### config.mk
export PLATFORM = sky130hd
export DESIGN_NAME = seqdet_scheduler_flat
export DESIGN_NICKNAME = d
export VERILOG_FILES = /design/src/rtl/seqdet_pkg.sv /design/src/rtl/seqdet_scheduler_if.sv /design/src/rtl/seqdet_match.sv /design/src/rtl/seqdet_scheduler.sv /design/src/flat_wrapper.sv
export SDC_FILE = /design/constraint.sdc
export NUM_CORES = 1
export LEC_CHECK = 0
export ABC_AREA = 1
export BUFFER_PORTS_ARGS = -buffer_cell sky130_fd_sc_hd__buf_2
export CORE_UTILIZATION = 50
export CTS_BUF_LIST = sky130_fd_sc_hd__clkbuf_16
export CTS_CLUSTER_DIAMETER = 60
export DETAILED_ROUTE_END_ITERATION = 8
export PLACE_DENSITY = 0.72
export SYNTH_ARGS = -nofsm -noshare
export SYNTH_HDL_FRONTEND = slang
export SYNTH_SLANG_ARGS = --single-unit
### constraint.sdc
create_clock -name clk -period 1.8 [get_ports clk]
set_input_delay 0.09 -clock clk [delete_from_list [all_inputs] [get_ports clk]]
set_output_delay 0.09 -clock clk [all_outputs]
set_load 0.01 [all_outputs]
### src/rtl/seqdet_pkg.sv
// Shared types and default pattern for the bit-serial sequence detector.
package seqdet_pkg;
   typedef enum logic [1:0] {IDLE, SHIFT, REPORT} state_t;
   localparam int             PAT_W_DEF = 4;
   localparam logic [3:0]     PAT_DEF   = 4'b0111;
endpackage

### src/rtl/seqdet_scheduler_if.sv
// Word-in / result-out handshake bundle between producer, scheduler and consumer.
interface seqdet_scheduler_if #(parameter int WORD_W = 8);
   localparam int CW = $clog2(WORD_W + 1);
   logic              in_valid;
   logic              in_ready;
   logic [WORD_W-1:0] in_data;
   logic              res_valid;
   logic              res_ready;
   logic [CW-1:0]     res_count;

   modport master (output in_valid, in_data, res_ready,
                   input  in_ready, res_valid, res_count);
   modport slave  (input  in_valid, in_data, res_ready,
                   output in_ready, res_valid, res_count);
endinterface

### src/rtl/seqdet_match.sv
// Serial pattern matcher: sliding history plus fill guard, hit is combinational on the current bit.
module seqdet_match
   import seqdet_pkg::*;
#(
   parameter int               PAT_W = PAT_W_DEF,
   parameter logic [PAT_W-1:0] PAT   = PAT_DEF
)(
   input  logic clk,
   input  logic rst,
   input  logic clear,
   input  logic bit_vld,
   input  logic bit_in,
   output logic hit
);
   localparam int FW = $clog2(PAT_W);

   logic [PAT_W-2:0] r_hist;
   logic [FW-1:0]    r_fill;
   logic [PAT_W-1:0] w_win;
   logic             w_full;

   assign w_win  = {r_hist, bit_in};
   assign w_full = (r_fill == FW'(PAT_W - 1));
   assign hit    = bit_vld && w_full && (w_win == PAT);

   // Fill only counts up to PAT_W-1; beyond that the history is always meaningful.
   always_ff @(posedge clk or posedge rst) begin
      if (rst) begin
         r_hist <= '0;
         r_fill <= '0;
      end else if (clear) begin
         r_hist <= '0;
         r_fill <= '0;
      end else if (bit_vld) begin
         r_hist <= w_win[PAT_W-2:0];
         if (!w_full) r_fill <= r_fill + FW'(1);
      end
   end
endmodule

### src/rtl/seqdet_scheduler.sv
// Word-to-bit scheduler around seqdet_match; per-word and saturating total match counts.
// Optional SEQDET_IRQ_EN adds a sticky threshold interrupt on total_count.
module seqdet_scheduler
   import seqdet_pkg::*;
#(
   parameter int               WORD_W = 8,
   parameter int               PAT_W  = PAT_W_DEF,
   parameter logic [PAT_W-1:0] PAT    = PAT_DEF,
   parameter int               CNT_W  = 16
`ifdef SEQDET_IRQ_EN
   , parameter int             IRQ_TH = 16
`endif
)(
   input  logic             clk,
   input  logic             rst,
   input  logic             clear,
   seqdet_scheduler_if.slave bus,
   output logic [CNT_W-1:0] total_count,
   output logic             busy
`ifdef SEQDET_IRQ_EN
   , output logic           irq
`endif
);
   localparam int CW = $clog2(WORD_W + 1);
   localparam int IW = $clog2(WORD_W);

   state_t            r_state, w_next;
   logic [WORD_W-1:0] r_shreg;
   logic [IW-1:0]     r_bit_idx;
   logic [CW-1:0]     r_word_cnt;
   logic [CNT_W-1:0]  r_total;
   logic              w_accept, w_bit_vld, w_hit;

   always_ff @(posedge clk or posedge rst) begin
      if (rst) r_state <= IDLE;
      else     r_state <= w_next;
   end

   always_comb begin
      w_next = r_state;
      case (r_state)
         IDLE:    if (bus.in_valid)        w_next = SHIFT;
         SHIFT:   if (r_bit_idx == '0)     w_next = REPORT;
         REPORT:  if (bus.res_ready)       w_next = IDLE;
         default:                          w_next = IDLE;
      endcase
   end

   always_comb begin
      bus.in_ready  = (r_state == IDLE);
      bus.res_valid = (r_state == REPORT);
      busy          = (r_state != IDLE);
      w_bit_vld     = (r_state == SHIFT);
   end

   assign w_accept = bus.in_valid && bus.in_ready;

   always_ff @(posedge clk or posedge rst) begin
      if (rst) begin
         r_shreg   <= '0;
         r_bit_idx <= '0;
      end else if (w_accept) begin
         r_shreg   <= bus.in_data;
         r_bit_idx <= IW'(WORD_W - 1);
      end else if (w_bit_vld) begin
         r_shreg   <= {r_shreg[WORD_W-2:0], 1'b0};
         r_bit_idx <= r_bit_idx - IW'(1);
      end
   end

   seqdet_match #(.PAT_W(PAT_W), .PAT(PAT)) u_match (
      .clk     (clk),
      .rst     (rst),
      .clear   (clear),
      .bit_vld (w_bit_vld),
      .bit_in  (r_shreg[WORD_W-1]),
      .hit     (w_hit)
   );

   // clear wins over a hit in the same cycle; the total never wraps.
   always_ff @(posedge clk or posedge rst) begin
      if (rst) begin
         r_word_cnt <= '0;
         r_total    <= '0;
      end else if (clear) begin
         r_word_cnt <= '0;
         r_total    <= '0;
      end else begin
         if (w_accept)   r_word_cnt <= '0;
         else if (w_hit) r_word_cnt <= r_word_cnt + CW'(1);
         if (w_hit && (r_total != '1)) r_total <= r_total + CNT_W'(1);
      end
   end

   assign bus.res_count = r_word_cnt;
   assign total_count   = r_total;

`ifdef SEQDET_IRQ_EN
   always_ff @(posedge clk or posedge rst) begin
      if (rst)        irq <= 1'b0;
      else if (clear) irq <= 1'b0;
      else if (int'(r_total) >= IRQ_TH) irq <= 1'b1;
   end
`endif
endmodule

### src/flat_wrapper.sv
// flat-port wrapper written by rule: the top's interface ports become plain ports
module seqdet_scheduler_flat import seqdet_pkg::*;
#(
   parameter int               WORD_W = 8,
   parameter int               PAT_W  = PAT_W_DEF,
   parameter logic [PAT_W-1:0] PAT    = PAT_DEF,
   parameter int               CNT_W  = 16

)
  (clk, rst, clear, total_count, busy, bus_in_valid, bus_in_data, bus_res_ready, bus_in_ready, bus_res_valid, bus_res_count);
  seqdet_scheduler_if #(.WORD_W(WORD_W)) bus_i ();
  input  logic clk;
  input  logic rst;
  input  logic clear;
  output logic [CNT_W-1:0] total_count;
  output logic busy;
  input wire logic [$bits(bus_i.in_valid)-1:0] bus_in_valid;
  input wire logic [$bits(bus_i.in_data)-1:0] bus_in_data;
  input wire logic [$bits(bus_i.res_ready)-1:0] bus_res_ready;
  output wire logic [$bits(bus_i.in_ready)-1:0] bus_in_ready;
  output wire logic [$bits(bus_i.res_valid)-1:0] bus_res_valid;
  output wire logic [$bits(bus_i.res_count)-1:0] bus_res_count;
  assign bus_i.in_valid = bus_in_valid;
  assign bus_i.in_data = bus_in_data;
  assign bus_i.res_ready = bus_res_ready;
  assign bus_in_ready = bus_i.in_ready;
  assign bus_res_valid = bus_i.res_valid;
  assign bus_res_count = bus_i.res_count;
  seqdet_scheduler #(.WORD_W(WORD_W), .PAT_W(PAT_W), .PAT(PAT), .CNT_W(CNT_W)) u_core (.clk(clk), .rst(rst), .clear(clear), .bus(bus_i), .total_count(total_count), .busy(busy));
endmodule
==> results of run 1 <==
[cell type report]
type,instances,area [um2],share of cell area
Clock buffer,5,125,0.0491
Tap cell,50,62.6,0.0246
Clock inverter,1,3.75,0.00147
Inverter,39,146,0.0575
Timing Repair Buffer,40,215,0.0845
Multi-Input combinational cell,208,1040,0.409
Sequential cell,38,951,0.373
[kinds of logic (layout without fill, tap and decap cells)]
kind of cell / count (synthesis) / count (layout) / share of synthesized area
buffers and inverters: 47 / 85 / 0.0887
DFF: 38 / 38 / 0.435
and+or+nand+nor: 185 / 185 / 0.391
xor gates and xnor gates: 6 / 6 / 0.0240
AOI/OAI and AO/OA: 12 / 12 / 0.0332
adders and majority gates: 5 / 5 / 0.0286
[power by group through the flow]
stage / clock (W) / combinational [W] / sequential, W
after floorplan: 0 / 0.000542 / 0.00111
after global placement: 0 / 0.000689 / 0.00113
after detailed placement: 0 / 0.000703 / 0.00113
after CTS: 0.000835 / 0.000703 / 0.00112
after global routing: 0.000860 / 0.000780 / 0.00114
final: 0.000806 / 0.000691 / 0.00112
[cell usage in the layout (no fill, tap or decap), types with 2 or more instances in the layout]
cell type,count
a211oi_1,2
a21oi_1,4
buf_2,35
buf_4,4
clkbuf_16,5
clkinv_1,2
dfrtp_1,38
ha_1,5
inv_1,35
inv_2,3
nand2_1,90
nand2_2,4
nand3_1,49
nand3_2,3
nand3b_1,3
nand4_1,4
nor2_1,22
nor2_2,3
nor2_4,2
o21ai_0,3
o31ai_1,2
or2_2,2
xor2_1,6
[worst max path at each step]
stage | from | endpoint | cells past startpoint
5_1_grt | u_core.total_count[0]$_DFFE_PP0P_ | u_core.total_count[7]$_DFFE_PP0P_ | 8
4_1_cts | u_core.total_count[0]$_DFFE_PP0P_ | u_core.total_count[10]$_DFFE_PP0P_ | 8
3_3_place_gp | u_core.total_count[0]$_DFFE_PP0P_ | u_core.total_count[12]$_DFFE_PP0P_ | 8
2_1_floorplan | u_core.total_count[0]$_DFFE_PP0P_ | u_core.total_count[3]$_DFFE_PP0P_ | 8
6_report | u_core.total_count[0]$_DFFE_PP0P_ | u_core.total_count[10]$_DFFE_PP0P_ | 7
3_5_place_dp | u_core.u_match.r_fill[0]$_DFFE_PP0P_ | u_core.total_count[1]$_DFFE_PP0P_ | 7
[through the flow]
| stage | total power, W | instances | hold WS, ns | setup WS (ns) | util |
|---|---|---|---|---|---|
| global placement | 0.00182 | 374 | 0.230 | 0.327 | 0.589 |
| global route | 0.00278 | 381 | 0.0105 | 0.108 | 0.623 |
| floorplan | 0.00165 | 293 | 0.207 | 0.366 | - |
| detailed placement | 0.00183 | 374 | 0.240 | 0.277 | 0.589 |
| finish | 0.00262 | 381 | 0.0104 | 0.278 | 0.623 |
| CTS | 0.00266 | 381 | 0.00591 | 0.259 | 0.623 |
[layer usage]
layer | GRT usage | up-vias | routed length [um]
li1 | - | 1004 | -
met1 | 0.268 | 885 | 2110
met2 | 0.364 | 39 | 2150
met3 | 0.0517 | 6 | 166
met4 | 0.0859 | 0 | 68
met5 | 0 | - | 0
[worst max-delay path, delay by kind of cell, from the launching register on]
kind	cells	cell delay, ns
flip-flops	1	0.40
adder cells (fa/ha/maj)	1	0.24
AND/OR/NAND/NOR	6	0.80
[cell usage after synthesis]
cell      count
nor2_4        2
nor2_2        3
nand3_1      49
nor3_1        1
nand4_1       4
clkbuf_1      1
o21ai_0       3
o31ai_1       2
nor3_4        1
clkinv_1      1
inv_1        35
nor2_1       22
a21oi_1       4
clkbuf_4      1
or2_2         2
dfrtp_1      38
ha_1          5
nand2_4       1
nand2_1      90
nand2_2       4
xor2_1        6
inv_2         3
nand3_2       3
buf_6         1
buf_2         5
o211ai_1      1
a211oi_1      2
nand3b_1      3
[repair_timing]
action,in CTS,in global routing
endpoints found under the hold margin,38,0
hold buffers,1,0
buffers inserted,0,0
[state kept, by name (all words and copies together) (netlist names)]
register and count:
u_core.total_count 16, u_core.r_shreg 8, u_core.bus.res_count 4, u_core.r_bit_idx 3, u_core.u_match.r_hist 3, u_core.r_state 2
u_core.u_match.r_fill 2
==> flow_summary.json, run 1 <==
{
  "cts_buffers": 5,
  "final_area_um2": 2550,
  "min_to": "u_core.r_shreg[0]$_DFFE_PP0P_",
  "initial_core_util": 0.535,
  "wl_per_cell_um": 11.8,
  "netlist_area_um2": 2190,
  "hold_start": "bus_in_data[0]",
  "worstPathArrival_ns": 1.74,
  "drc": 0,
  "slowest_delay_ns": 0.40,
  "cpMostUsedCell": "nand3_2",
  "area_growth_pct": 16.4,
  "critical_path_class": "reg -> reg",
  "vias_per_cell": 5.08,
  "switching_share": 0.320,
  "r2r_setup_slack_ns": 0.28,
  "rr_worst_depth": 7,
  "antenna_found_initial": 0,
  "h-tree-depth": 2,
  "yosysUniqueCellTypes": 28,
  "io_pins": 36,
  "r2r_start": "u_core.total_count[0]$_DFFE_PP0P_",
  "place_area_um2": 2410,
  "die_h_um": 68.1,
  "dieArea_um2": 4640,
  "rows": 23,
  "rsz0062_at_grt": "no",
  "synth.largest_area_cell": "dfrtp_1",
  "period_needed_ns": 1.52,
  "slew_headroom": 0.674,
  "drtAntennaViolNets": 0,
  "final.setup_skew_ns": 0.00221,
  "setup_tns_ns": 0,
  "grt_usage": 0.218,
  "finalCritPeriodShare": 0.845,
  "place_hpwl_um": 3090,
  "maxCapViolCount": 0,
  "synth.ff_latch_count": 38,
  "clkTransAtPathRegs_ns": 0.05,
  "grt_pass1_wl_um": 7330,
  "p_comb_frac": 0.264,
  "clk_latency_ns": 0.28,
  "setup_violations": 0,
  "reg2reg_to": "u_core.total_count[10]$_DFFE_PP0P_",
  "hold_viol_final": 0,
  "start_kind": "flip-flop",
  "fp.dieW_um": 68.1,
  "avgSynthCellArea_um2": 7.46,
  "cts.sinks": 38,
  "power_density_nw_per_um2": 1030,
  "p_leak_nw": 1.39,
  "num_vias": 1934,
  "cp.required_ns": 2.02,
  "whs_path_depth": 3,
  "num_antenna_cells": 0,
  "clockBufferDepth": 2,
  "power.switching_w": 0.000837,
  "synth_area_leaders": "dfrtp_1 (43%), nand2_1 (15%), nand3_1 (11%)",
  "cts_repair_resize_count": 0,
  "yosys_warnings": 0,
  "crit_chain": "ha_1 -> nand3_2 -> nor2_4 -> nand3_2 -> nand2_4 -> nand3_1 -> nand2_1",
  "drv_slew": 0,
  "io_buffers": 35,
  "layout.nets": 350,
  "drt_iter0_drc": 75,
  "syn-instance-count": 293,
  "gp_congestion": 0.803,
  "crit_slowest_cell": "dfrtp_1",
  "path_max_fanout": 15,
  "clock_power_share": 0.308,
  "synth-seq-area-share": 0.435,
  "clock_tree.root_cell": "clkbuf_16",
  "grt_max_degree": 39,
  "worstMarginPinSlew_ns": 0.489,
  "num-fill-cells": 398,
  "syn_nets": 311,
  "coreArea_um2": 4090,
  "cp-end-kind": "flip-flop",
  "first_global_vias": 1705,
  "p_int_w": 0.00178,
  "layout-drive-gt1-share": 0.190,
  "peakVddDrop_v": 0.00105,
  "synthDominantCellAreaShare": 0.435,
  "finalWirelength_um": 4500,
  "grt-ovfl-total": 0,
  "fmax_ghz": 0.657,
  "status": "completed",
  "min_path_type": "in -> reg",
  "seqPwrFrac": 0.429,
  "firstDrtPassIters": 4,
  "cts_tree": "built"
}
Power figures use the tool's default switching activity.
==> run 2: changes to the inputs <==
==> constraint.sdc (replaced) <==
create_clock -name clk -period 1.5 [get_ports clk]
set_input_delay 0.075 -clock clk [delete_from_list [all_inputs] [get_ports clk]]
set_output_delay 0.075 -clock clk [all_outputs]
set_load 0.01 [all_outputs]
==> flow_summary.json, run 2 (same netlist as run 1, synthesis figures left out) <==
{
  "cts.sinks": 38,
  "drc": 0,
  "final_area_um2": 2790,
  "p_leak_nw": 1.51,
  "setup_slack_ns": 0.0238,
  "slowest_delay_ns": 0.39,
  "fmax_ghz": 0.677,
  "layout.nets": 371,
  "cts_setup_buffers": 0,
  "firstDrtPassIters": 4,
  "layout_common_cells": "nand2_1 (90), nand3_1 (49), dfrtp_1 (37)",
  "path_max_fanout": 5,
  "num_antenna_cells": 0,
  "initial_core_util": 0.535,
  "crit_chain": "ha_4 -> nand2_1 -> nor2_1 -> nand2_1 -> nor2_4 -> nor3_4 -> buf_4 -> nand2_1 -> nand2_1",
  "rsz0062_at_grt": "yes",
  "preCtsSetupSlack_ns": 0.0321,
  "crit_slowest_cell": "dfrtp_1",
  "critical_path_class": "reg -> reg",
  "finalCritPeriodShare": 0.984,
  "antenna_found_initial": 0,
  "fin_util": 0.682,
  "cts_tree": "built",
  "place_hpwl_um": 3450,
  "worstMarginPinSlew_ns": 0.483,
  "hold_viol_final": 0,
  "cpMostUsedCell": "nand2_1",
  "gp_congestion": 0.806,
  "finalWirelength_um": 4980,
  "drv_slew": 0,
  "num_vias": 2027,
  "maxCapViolCount": 0,
  "rows": 23,
  "peakVddDrop_v": 0.000881,
  "slew_headroom": 0.678,
  "io_buffers": 35,
  "status": "completed",
  "vias_per_cell": 5.02,
  "first_global_vias": 1843,
  "power_density_nw_per_um2": 1220,
  "start_kind": "flip-flop",
  "min_path_type": "in -> reg",
  "fp.dieW_um": 68.1,
  "clock_tree.root_cell": "clkbuf_16",
  "grt-ovfl-total": 0,
  "cts_buffers": 5,
  "drtAntennaViolNets": 0,
  "clk_latency_ns": 0.29,
  "period_needed_ns": 1.48,
  "drt_iter0_drc": 131,
  "final_common_cell": "nand2_1",
  "final.setup_skew_ns": 0.00767,
  "grt_pass1_wl_um": 8270,
  "dieArea_um2": 4640,
  "io_pins": 36,
  "grt_usage": 0.248,
  "cp.required_ns": 1.68,
  "setup_tns_ns": 0,
  "clkTransAtPathRegs_ns": 0.06,
  "worstPathArrival_ns": 1.66,
  "wl_per_cell_um": 12.3,
  "grt_max_degree": 39,
  "die_h_um": 68.1,
  "area_growth_pct": 27.5,
  "layout-drive-gt1-share": 0.251,
  "h-tree-depth": 2,
  "setup_violations": 0,
  "largest_reg_flops": 16,
  "coreArea_um2": 4090,
  "cp-end-kind": "flip-flop",
  "place_area_um2": 2550,
  "clockBufferDepth": 2
}
run 2: cell types whose count changed in the layout (fill, tap and decap cells not counted), moves of 2 or more:
cell           before  now
nor2_4              2    4
clkinv_2            0    2
dlygate4sd3_1       1    3
buf_4               4   23
run 2: where the power goes:
group | switching (W) | total (W) | leakage, nW | internal [W]
logic | 0.000525 | 0.000862 | 0.927 | 0.000336
registers | 0.000117 | 0.00135 | 0.503 | 0.00123
clock network | 0.000421 | 0.00120 | 0.0836 | 0.000778
run 2: routing by layer:
metal,vias up,global-route usage,part of all wire
li1,1052,-,-
met1,913,0.323,0.45
met2,56,0.397,0.48
met3,6,0.0600,0.052
met4,0,0.0938,0.013
met5,-,0,0
run 2: per-stage QoR:
stage	power [W]	std cells	hold WS, ns
floorplan	0.00199	293	0.192
finish	0.00341	404	0.00722
CTS	0.00346	404	0.0000929
global route	0.00363	404	0.00823
global placement	0.00220	393	0.213
detailed placement	0.00223	393	0.218
run 2: final timing paths:
check | slack, ns | end | startpoint | cells past startpoint
max in group asynchronous | 0.68 | u_core.total_count[2]$_DFFE_PP0P_ | rst | 4
min in group asynchronous | 0.44 | u_core.r_shreg[3]$_DFFE_PP0P_ | rst | 4
worst min-delay path | 0.007 | u_core.r_shreg[7]$_DFFE_PP0P_ | bus_in_data[7] | 3
worst max-delay path | 0.02 | u_core.total_count[14]$_DFFE_PP0P_ | u_core.total_count[1]$_DFFE_PP0P_ | 9
worst min register to register | 0.49 | u_core.r_shreg[7]$_DFFE_PP0P_ | u_core.r_shreg[6]$_DFFE_PP0P_ | 2
worst max register to register | 0.02 | u_core.total_count[14]$_DFFE_PP0P_ | u_core.total_count[1]$_DFFE_PP0P_ | 9
run 2: worst max-delay path, delay by kind of cell, from the launching register on:
family                     cells  cell delay, ns
and+or+nand+nor                7            0.65
DFF                            1            0.39
adders and majority gates      1            0.18
buffers and inverters          1            0.16
run 2: repair_timing:
item	4_1_cts	5_1_grt
endpoints found under the setup margin	0	17
endpoints found under the hold margin	40	0
hold buffers	3	0
gates resized for setup	0	9
run 2: area by class of cell:
cell class / count / area [um2]
repair buffers: 61 / 378
inverters: 39 / 146
clock inverters: 3 / 40.0
well taps: 50 / 62.6
clock buffers: 5 / 125
fillers: 352 / 1300
multi-input cells: 208 / 1080
flip-flops and latches: 38 / 952
